File: config.mk
export PLATFORM = sky130hd
export DESIGN_NAME = i2s_tx_fifo
export DESIGN_NICKNAME = d
export VERILOG_FILES = /design/src/rtl/i2s_tx_fifo.sv
export SDC_FILE = /design/constraint.sdc
export NUM_CORES = 1
export LEC_CHECK = 0
export CORE_UTILIZATION = 30
export DETAILED_ROUTE_END_ITERATION = 6
export GPL_ROUTABILITY_DRIVEN = 0
export HOLD_SLACK_MARGIN = 0.02
export PLACE_DENSITY_LB_ADDON = 0.1
export SETUP_SLACK_MARGIN = 0.3
export SKIP_CTS_REPAIR_TIMING = 1
export SLEW_MARGIN = 5
export SYNTH_ARGS = -nofsm -noshare
export SYNTH_HDL_FRONTEND = slang
export SYNTH_SLANG_ARGS = --single-unit
File: constraint.sdc
create_clock -name in_clk -period 11.95 [get_ports in_clk]
set_input_delay 1.7925 -clock in_clk [delete_from_list [all_inputs] [get_ports in_clk]]
set_output_delay 1.7925 -clock in_clk [all_outputs]
set_load 0.1 [all_outputs]
File: src/rtl/i2s_tx_fifo.sv
// I2S transmitter fed by a stereo-frame FIFO, with sample-rate repeat and underrun signalling.
// Optional build macro I2S_TX_UNDERRUN_REPEAT_EN: replay the last held frame on underrun instead of silence.
module i2s_tx_fifo #(
    parameter int SAMPLE_W   = 16,
    parameter int FIFO_DEPTH = 8,
    parameter int BCK_DIV    = 4,
    parameter int REQ_LEVEL  = 2
) (
    input  logic                        in_clk,
    input  logic                        rst,
    input  logic                        in_valid,
    output logic                        in_ready,
    input  logic [2*SAMPLE_W-1:0]       in_data,
    input  logic [1:0]                  rate_mode,
    input  logic                        enable,
    output logic                        audio_req_tick,
    output logic [$clog2(FIFO_DEPTH):0] fifo_level,
    output logic                        underrun,
    output logic                        bck,
    output logic                        lrck,
    output logic                        sout
);
    localparam int FW = 2 * SAMPLE_W;
    localparam int PW = $clog2(FIFO_DEPTH);
    localparam int LW = PW + 1;
    localparam int DW = (BCK_DIV > 1) ? $clog2(BCK_DIV) : 1;
    localparam logic [DW-1:0] DIV_MAX  = DW'(BCK_DIV - 1);
    localparam logic [DW-1:0] DIV_ONE  = DW'(1'b1);
    localparam logic [LW-1:0] LVL_ONE  = LW'(1'b1);
    localparam logic [LW-1:0] FULL_LVL = LW'(FIFO_DEPTH);
    localparam logic [LW-1:0] REQ_LVL  = LW'(REQ_LEVEL);
    localparam logic [PW-1:0] PTR_ONE  = PW'(1'b1);

    // Extra plays of each popped frame: R-1 for R = 1, 2, 4.
    function automatic logic [1:0] rate_repeat(input logic [1:0] mode);
        logic [1:0] rep;
        case (mode)
            2'b01:   rep = 2'd1;
            2'b10:   rep = 2'd3;
            default: rep = 2'd0;
        endcase
        return rep;
    endfunction

    // Serial bit for slot position pos: MSB at position 1, zero at position 0 and past the sample.
    function automatic logic slot_bit(input logic [FW-1:0] frame, input logic [5:0] pos);
        logic [SAMPLE_W-1:0] sample;
        logic                b;
        sample = pos[5] ? frame[SAMPLE_W-1:0] : frame[FW-1:SAMPLE_W];
        b = 1'b0;
        for (int i = 0; i < SAMPLE_W; i++) begin
            if (pos[4:0] == 5'(SAMPLE_W - i)) begin
                b = sample[i];
            end
        end
        return b;
    endfunction

    logic [DW-1:0] div_cnt_r;
    logic          bck_r;
    logic [5:0]    bitcnt_r;
    logic          lrck_r;
    logic          sout_r;
    logic [FW-1:0] held_r;
    logic [1:0]    rep_r;
    logic [FW-1:0] mem_r [FIFO_DEPTH];
    logic [PW-1:0] wr_ptr_r;
    logic [PW-1:0] rd_ptr_r;
    logic [LW-1:0] level_r;
    logic          in_ready_r;
    logic          req_r;
    logic          underrun_r;

    logic          fall_s;
    logic          boundary_s;
    logic [5:0]    bitcnt_nxt_s;
    logic          push_s;
    logic          pop_s;
    logic          underrun_s;
    logic          req_s;
    logic [FW-1:0] held_nxt_s;
    logic [1:0]    rep_nxt_s;
    logic [LW-1:0] level_post_pop_s;
    logic [LW-1:0] level_nxt_s;

    // Frame-boundary decision: disabled, repeat, pop or underrun; pop is judged on the pre-write level.
    always_comb begin
        fall_s       = bck_r && (div_cnt_r == DIV_MAX);
        boundary_s   = fall_s && (bitcnt_r == 6'd63);
        bitcnt_nxt_s = bitcnt_r + 6'd1;
        push_s       = in_valid && in_ready_r;
        pop_s        = 1'b0;
        underrun_s   = 1'b0;
        held_nxt_s   = held_r;
        rep_nxt_s    = rep_r;
        if (boundary_s) begin
            if (!enable) begin
                held_nxt_s = '0;
                rep_nxt_s  = 2'd0;
            end else if (rep_r != 2'd0) begin
                rep_nxt_s = rep_r - 2'd1;
            end else if (level_r != '0) begin
                pop_s      = 1'b1;
                held_nxt_s = mem_r[rd_ptr_r];
                rep_nxt_s  = rate_repeat(rate_mode);
            end else begin
                underrun_s = 1'b1;
`ifdef I2S_TX_UNDERRUN_REPEAT_EN
                held_nxt_s = held_r;
`else
                held_nxt_s = '0;
`endif
            end
        end else begin
            held_nxt_s = held_r;
        end
        level_post_pop_s = pop_s ? (level_r - LVL_ONE) : level_r;
        level_nxt_s      = push_s ? (level_post_pop_s + LVL_ONE) : level_post_pop_s;
        req_s            = boundary_s && enable && (rep_nxt_s == 2'd0) && (level_post_pop_s < REQ_LVL);
    end

    // Clock divider, serializer, frame holding and FIFO bookkeeping.
    always_ff @(posedge in_clk) begin
        if (rst) begin
            div_cnt_r  <= '0;
            bck_r      <= 1'b0;
            bitcnt_r   <= 6'd0;
            lrck_r     <= 1'b0;
            sout_r     <= 1'b0;
            held_r     <= '0;
            rep_r      <= 2'd0;
            wr_ptr_r   <= '0;
            rd_ptr_r   <= '0;
            level_r    <= '0;
            in_ready_r <= 1'b1;
            req_r      <= 1'b0;
            underrun_r <= 1'b0;
        end else begin
            if (div_cnt_r == DIV_MAX) begin
                div_cnt_r <= '0;
                bck_r     <= ~bck_r;
            end else begin
                div_cnt_r <= div_cnt_r + DIV_ONE;
            end
            if (fall_s) begin
                bitcnt_r <= bitcnt_nxt_s;
                lrck_r   <= bitcnt_nxt_s[5];
                sout_r   <= slot_bit(held_nxt_s, bitcnt_nxt_s);
            end
            held_r <= held_nxt_s;
            rep_r  <= rep_nxt_s;
            if (push_s) begin
                wr_ptr_r <= wr_ptr_r + PTR_ONE;
            end
            if (pop_s) begin
                rd_ptr_r <= rd_ptr_r + PTR_ONE;
            end
            level_r    <= level_nxt_s;
            in_ready_r <= (level_nxt_s != FULL_LVL);
            req_r      <= req_s;
            underrun_r <= underrun_s;
        end
    end

    // FIFO storage; contents are meaningless until pointed to, so no reset is needed.
    always_ff @(posedge in_clk) begin
        if (push_s) begin
            mem_r[wr_ptr_r] <= in_data;
        end
    end

    assign in_ready       = in_ready_r;
    assign fifo_level     = level_r;
    assign audio_req_tick = req_r;
    assign underrun       = underrun_r;
    assign bck            = bck_r;
    assign lrck           = lrck_r;
    assign sout           = sout_r;
endmodule

==> results.toml, run 1 <==
[pwr]
power.leakage_nw = 4.66
swShare_pct = 20.4
ir_drop_mv = 0.0925
p_switching_w = 0.000487
p_per_area_mw_per_mm2 = 160
seqPwrFrac_pct = 51.2
p_clk_share_pct = 44.9
p_comb_share_pct = 3.9
p_int_w = 0.00189

[logic_synthesis]
synth_seq_cells = 316
syn_area_mm2 = 0.0127
synth_cell_types = 58
synth_commonest_cells = "edfxtp_1, nor2_1, dfxtp_1"
syn_nets = 783
seq_area_frac_synth_pct = 70.1
synth_area_leaders = "edfxtp_1, dfxtp_1, mux4_2, mux4_1, mux2_2"
synth_flop_cell = "edfxtp_1"
synth_warnings = 0
synth_xor_area_share_pct = 1.51
synthArstFlopShare_pct = 0
yosys.area_share.simple_pct = 5.83
synthMuxAreaShare_pct = 15.1
avgSynthCellArea_um2 = 17.3
syn-instance-count = 733
synth_compound_area_share_pct = 4.12
yosysTopAreaCell = "edfxtp_1"
synth_top_family_by_area = "multiplexers"
synth_edf_count = 256
synth_fa_ha_area_share_pct = 1.18
yosysMostFrequentCell = "edfxtp_1"
synth_top_area_share_pct = 60.7

[floorplan]
io_pins = 48
die_area_mm2 = 0.0431
core_mm2 = 0.0413
rows = 74
chipWidth_um = 208
die_y_um = 208
start_util_pct = 30.7

[sta]
fmax_mhz = 226
finalMaxSlewViolations = 0
hold_viol_final = 0
worst_pin_slew_ps = 1200
hold_ws_ps = 428
slew_headroom_pct = 19.8
setup_viol = 0
skew_ps = 19.1
finalCritPeriodShare_pct = 37.1
min_period_ps = 4430
rsz0062_at_grt = "false"
tns_ps = 0

[layout]
fin_nets = 845
register_area_mm2 = 0.00890
drive_above_1_share_pct = 19.7
fillCellCount = 3879
area_growth_pct = 17.4
multiInputGateArea_mm2 = 0.00357
n_antenna_cell = 0
design_area_mm2 = 0.0149

[critical_path]
reg2reg_to = "sout"
cp_common_cell = "a21oi_1"
arrival_ps = 4870
critPathMaxStageDelay_ps = 970
critPathMaxFanout = 28
crit_chain = "clkdlybuf4s50_1 > and3_1 > and2_1 > a22oi_1 > a2111oi_0 > a211oi_2 > a21oi_1 > a31oi_1 > a21oi_1"
worstSetupPathType = "in2reg"
r2r_start = "fifo_level[0]"
worstSetupStartpointType = "primary input"
crit_buf_inv = 1
slowest_stage = "and2_1"
critPathCaptureType = "register"
worstRegToRegCells = 11
critical_path.top_delay_family = "simple AND/OR/NAND/NOR gates"
rrSetupSlack_ps = 8110
required_ps = 12390

[grt]
grt_pass1_vias = 6921
grt_max_degree = 59
antenna_found_initial = 0
grt_overflow = 0
grt_pass1_wl_mm = 44.2
track_usage_pct = 13.8

[clock_network]
htree_levels = 2
clk_pin_slew_ps = 60
insertion_delay_ps = 520
cts.path.max_buffers = 3
cts_root_buf = "clkbuf_16"
cts-buffers-inserted = 35
cts_tree = "built"
cts_sinks = 316

[hold_path]
hp-start = "div_cnt_r[0]"
hold_class = "reg2reg"
hold-path-cell-count = 1
whs_endpoint = "div_cnt_r[0]"

[route]
totalWireLength_mm = 29.0
wl_per_cell_um = 21.4
vias = 6638
dr.pass1.iters = 4
drc = 0
initialDrtViolationCount = 388
viasPerCell = 4.91
drtAntennaViolNets = 0

[place]
dpl_cell_area_mm2 = 0.0137
dp_hpwl_mm = 16.9
io_buffers = 47

[job]
drv_cap = 0

[run_status]
status = "complete, no violations"
per-stage QoR:
step,setup WS [ps],total power (W),utilization [%],cells
6_report,7520,0.00238,36.0,1351
5_1_grt,7300,0.00247,36.0,1351
4_1_cts,7570,0.00242,36.0,1351
3_5_place_dp,7060,0.00134,33.3,1290
3_3_place_gp,7160,0.00133,33.3,1290
2_1_floorplan,6400,0.00129,-,733
area by class of cell:
type,instances,share of cell area [%]
Clock inverter,16,1.28
Timing Repair Buffer,63,3.93
Clock buffer,45,6.35
Tap cell,532,4.47
Inverter,8,0.202
Multi-Input combinational cell,371,24.0
Sequential cell,316,59.8
worst reg2reg max path, stage by stage, from the launching register on:
cell       delay (ps)
dfxtp_1           390
inv_1             100
ha_1              220
nor3b_1           180
nor3_1            610
and2_1           1040
a22oi_1           250
a2111oi_0         540
a211oi_2           70
a21oi_1           200
a31oi_1            70
a21oi_1           130
kinds of logic after synthesis:
kind of cell	count (synthesis)
buffers and inverters	46
adder cells (fa/ha/maj)	12
XOR/XNOR	21
flip-flops	316
AO/OA/AOI/OAI	75
AND/OR/NAND/NOR	160
multiplexers	103
sequential cells by signal, summed over array words and instances (netlist names), 2 cells and up, named ones only:
signal / flops
bitcnt_r: 6
rep_r: 2
div_cnt_r: 2
mem_r: 256
fifo_level: 4
held_r: 32
rd_ptr_r: 3
wr_ptr_r: 3
per-layer routing:
layer  global-route usage [%]  vias to the layer above  part of all wire [%]
met5                        0                        -                     0
met4                     4.35                        0                   2.3
met3                     2.66                       44                   3.9
met2                     22.9                      130                    49
met1                     18.1                     3440                    45
li1                         -                     3024                     -
worst max-delay path by stage:
stage                        endpoint  startpoint  slack (ps)  cells past startpoint
final                            sout      enable        7520                      9
after CTS                        sout      enable        7570                      9
after detailed placement         sout      enable        7060                      9
after global routing             sout      enable        7300                      9
after global placement           sout      enable        7160                      9
after floorplan           mem_r[0][0]    in_valid        6400                      2
power groups by stage:
| stage | clock network (W) | registers, W | logic (W) |
|---|---|---|---|
| global route | 0.00114 | 0.00122 | 0.000102 |
| CTS | 0.00110 | 0.00122 | 0.0000961 |
| global placement | 0 | 0.00124 | 0.0000929 |
| detailed placement | 0 | 0.00124 | 0.0000957 |
| finish | 0.00107 | 0.00122 | 0.0000925 |
| floorplan | 0 | 0.00125 | 0.0000401 |
cells in the final DEF (no fill, tap or decap), types with 8 or more instances in the layout:
| cell type | n |
|---|---|
| dfxtp_1 | 57 |
| nor2_1 | 65 |
| mux2i_1 | 12 |
| inv_1 | 8 |
| xnor2_1 | 13 |
| mux2_2 | 27 |
| a22oi_1 | 22 |
| clkdlybuf4s50_1 | 46 |
| nand3_1 | 9 |
| clkbuf_1 | 8 |
| buf_4 | 16 |
| ha_1 | 12 |
| a21oi_1 | 19 |
| clkbuf_16 | 36 |
| mux4_1 | 14 |
| nor3_1 | 13 |
| edfxtp_1 | 256 |
| nand2_1 | 33 |
| mux4_2 | 50 |
Power figures use the tool's default switching activity.
==> run 2: changes to the inputs <==
clock period = 4.1 ns   (was 11.95 ns; I/O delays follow)
==> run 2 against run 1 <==
  * Clock-buffer cell count grew 9
  * Critical path depth grew 1
  * Worst hold slack got worse by 1.9 ps
  * Highest routed layer unchanged
  * Largest cell class unchanged
  * Register-to-register slack got worse by 7400 ps
  * Utilization is 0.26 points higher
  * Critical path type is now reg2reg
  * Largest power group unchanged
  * Die area unchanged
  * Sequential cell count stayed put
  * First-iteration DRC count is 14% higher
  * Final cell count rose by 0.44%
==> results.toml, run 2 (synthesis results as in run 1) <==
[job]
drv_cap = 0

[sta]
tns_ps = 0
worst_pin_slew_ps = 979
rsz0062_at_grt = "false"
fmax_mhz = 291
finalCritPeriodShare_pct = 83.8
finalMaxSlewViolations = 0
setup_viol = 0
hold_viol_final = 0
skew_ps = 13.3
fin_ws_ps = 664
min_period_ps = 3440
slew_headroom_pct = 34.5

[clock_network]
htree_levels = 2
insertion_delay_ps = 520
cts_sinks = 316
clk_pin_slew_ps = 60
cts.path.max_buffers = 3
cts-buffers-inserted = 35
cts_root_buf = "clkbuf_16"
cts_tree = "built"

[route]
vias = 6701
wl_per_cell_um = 21.6
dr.pass1.iters = 5
drtAntennaViolNets = 0
totalWireLength_mm = 29.3
drc = 0
viasPerCell = 4.94
initialDrtViolationCount = 444

[grt]
antenna_found_initial = 0
track_usage_pct = 13.9
grt_pass1_wl_mm = 44.3
grt_max_degree = 53
grt_overflow = 0
grt_pass1_vias = 7062

[run_status]
status = "complete, no violations"

[layout]
n_antenna_cell = 0
area_growth_pct = 18.3
final_common_cell = "edfxtp_1"
largest_reg_flops = 256
drive_above_1_share_pct = 20.2
fin_nets = 849
top_register = "mem_r"
final_cell_mix = "edfxtp_1, nor2_1, dfxtp_1, mux4_2, clkdlybuf4s50_1"
reg_top3 = "mem_r: 256 flops, held_r: 32 flops, bitcnt_r: 6 flops"

[floorplan]
rows = 74
start_util_pct = 30.7
die_area_mm2 = 0.0431
chipWidth_um = 208
core_mm2 = 0.0413
io_pins = 48
die_y_um = 208

[pwr]
p_comb_share_pct = 3.9
swShare_pct = 20.0
p_per_area_mw_per_mm2 = 466
p_clk_share_pct = 45.2
p_switching_w = 0.00140
seqPwrFrac_pct = 50.9
p_int_w = 0.00559
power.leakage_nw = 4.71
ir_drop_mv = 0.224

[hold_path]
hold_class = "reg2reg"

[critical_path]
arrival_ps = 3890
required_ps = 4550
critPathMaxFanout = 19
critPathCaptureType = "register"
worstSetupStartpointType = "register"
worstSetupPathType = "reg2reg"

[place]
dp_hpwl_mm = 17.3
pre_cts_ws_ps = 624
io_buffers = 47
==> run 2: cell count changes in the layout (fill, tap and decap cells not counted), moves of 2 or more <==
cell      previous run  this run
clkbuf_8             1         6
clkbuf_1             8        11
clkinv_1             3         0
buf_12               0         2
buf_4               16        18
==> run 2: cell type report <==
| cell class | instances | area, um^2 |
|---|---|---|
| Multi-Input combinational cell | 371 | 3580 |
| Fill cell | 3844 | 26300 |
| Inverter | 8 | 30.0 |
| Timing Repair Buffer | 67 | 641 |
| Clock inverter | 9 | 123 |
| Tap cell | 532 | 666 |
| Clock buffer | 54 | 1050 |
| Sequential cell | 316 | 8900 |
==> run 2: path summary, 6_finish.rpt <==
kind	slack, ps	from	cells past startpoint	endpoint
hold / removal	430	div_cnt_r[0]	1	div_cnt_r[0]
setup reg to reg	660	bitcnt_r[1]	10	sout
setup / recovery	660	bitcnt_r[1]	10	sout
hold reg to reg	430	div_cnt_r[0]	1	div_cnt_r[0]
==> run 2: power groups by stage <==
stage,combinational (W),clock (W),sequential [W]
6_report,0.000274,0.00316,0.00356
5_1_grt,0.000298,0.00337,0.00356
4_1_cts,0.000283,0.00325,0.00356
3_5_place_dp,0.000282,0,0.00363
3_3_place_gp,0.000275,0,0.00362
2_1_floorplan,0.000117,0,0.00364
==> run 2: per-layer routing <==
layer  vias up  routed length (um)  part of all wire [%]  track usage (%)
li1       3035                   -                     -                -
met1      3483               13400                    46             18.5
met2       132               14000                    48             22.7
met3        51                1120                   3.8             2.56
met4         0                 781                   2.7             4.81
met5         -                   0                     0                0
==> run 2: critical path, cell delays in order (launching register included) <==
cell and delay (ps):
dfxtp_1 420, ha_1 350, and3_1 320, and3_1 360
and2_1 740, a22oi_1 200, a2111oi_0 520, a211oi_2 60
a21oi_1 200, a31oi_1 60, a21oi_1 130
==> run 2: through the flow <==
step           power (W)  hold WS [ps]  utilization (%)  area (um^2)  std cells
2_1_floorplan    0.00376           404                -        12700        733
3_3_place_gp     0.00390           412             33.5        13800       1294
3_5_place_dp     0.00391           418             33.5        13800       1294
4_1_cts          0.00709           428             36.3        15000       1357
5_1_grt          0.00723           445             36.3        15000       1357
6_report         0.00699           426             36.3        15000       1357
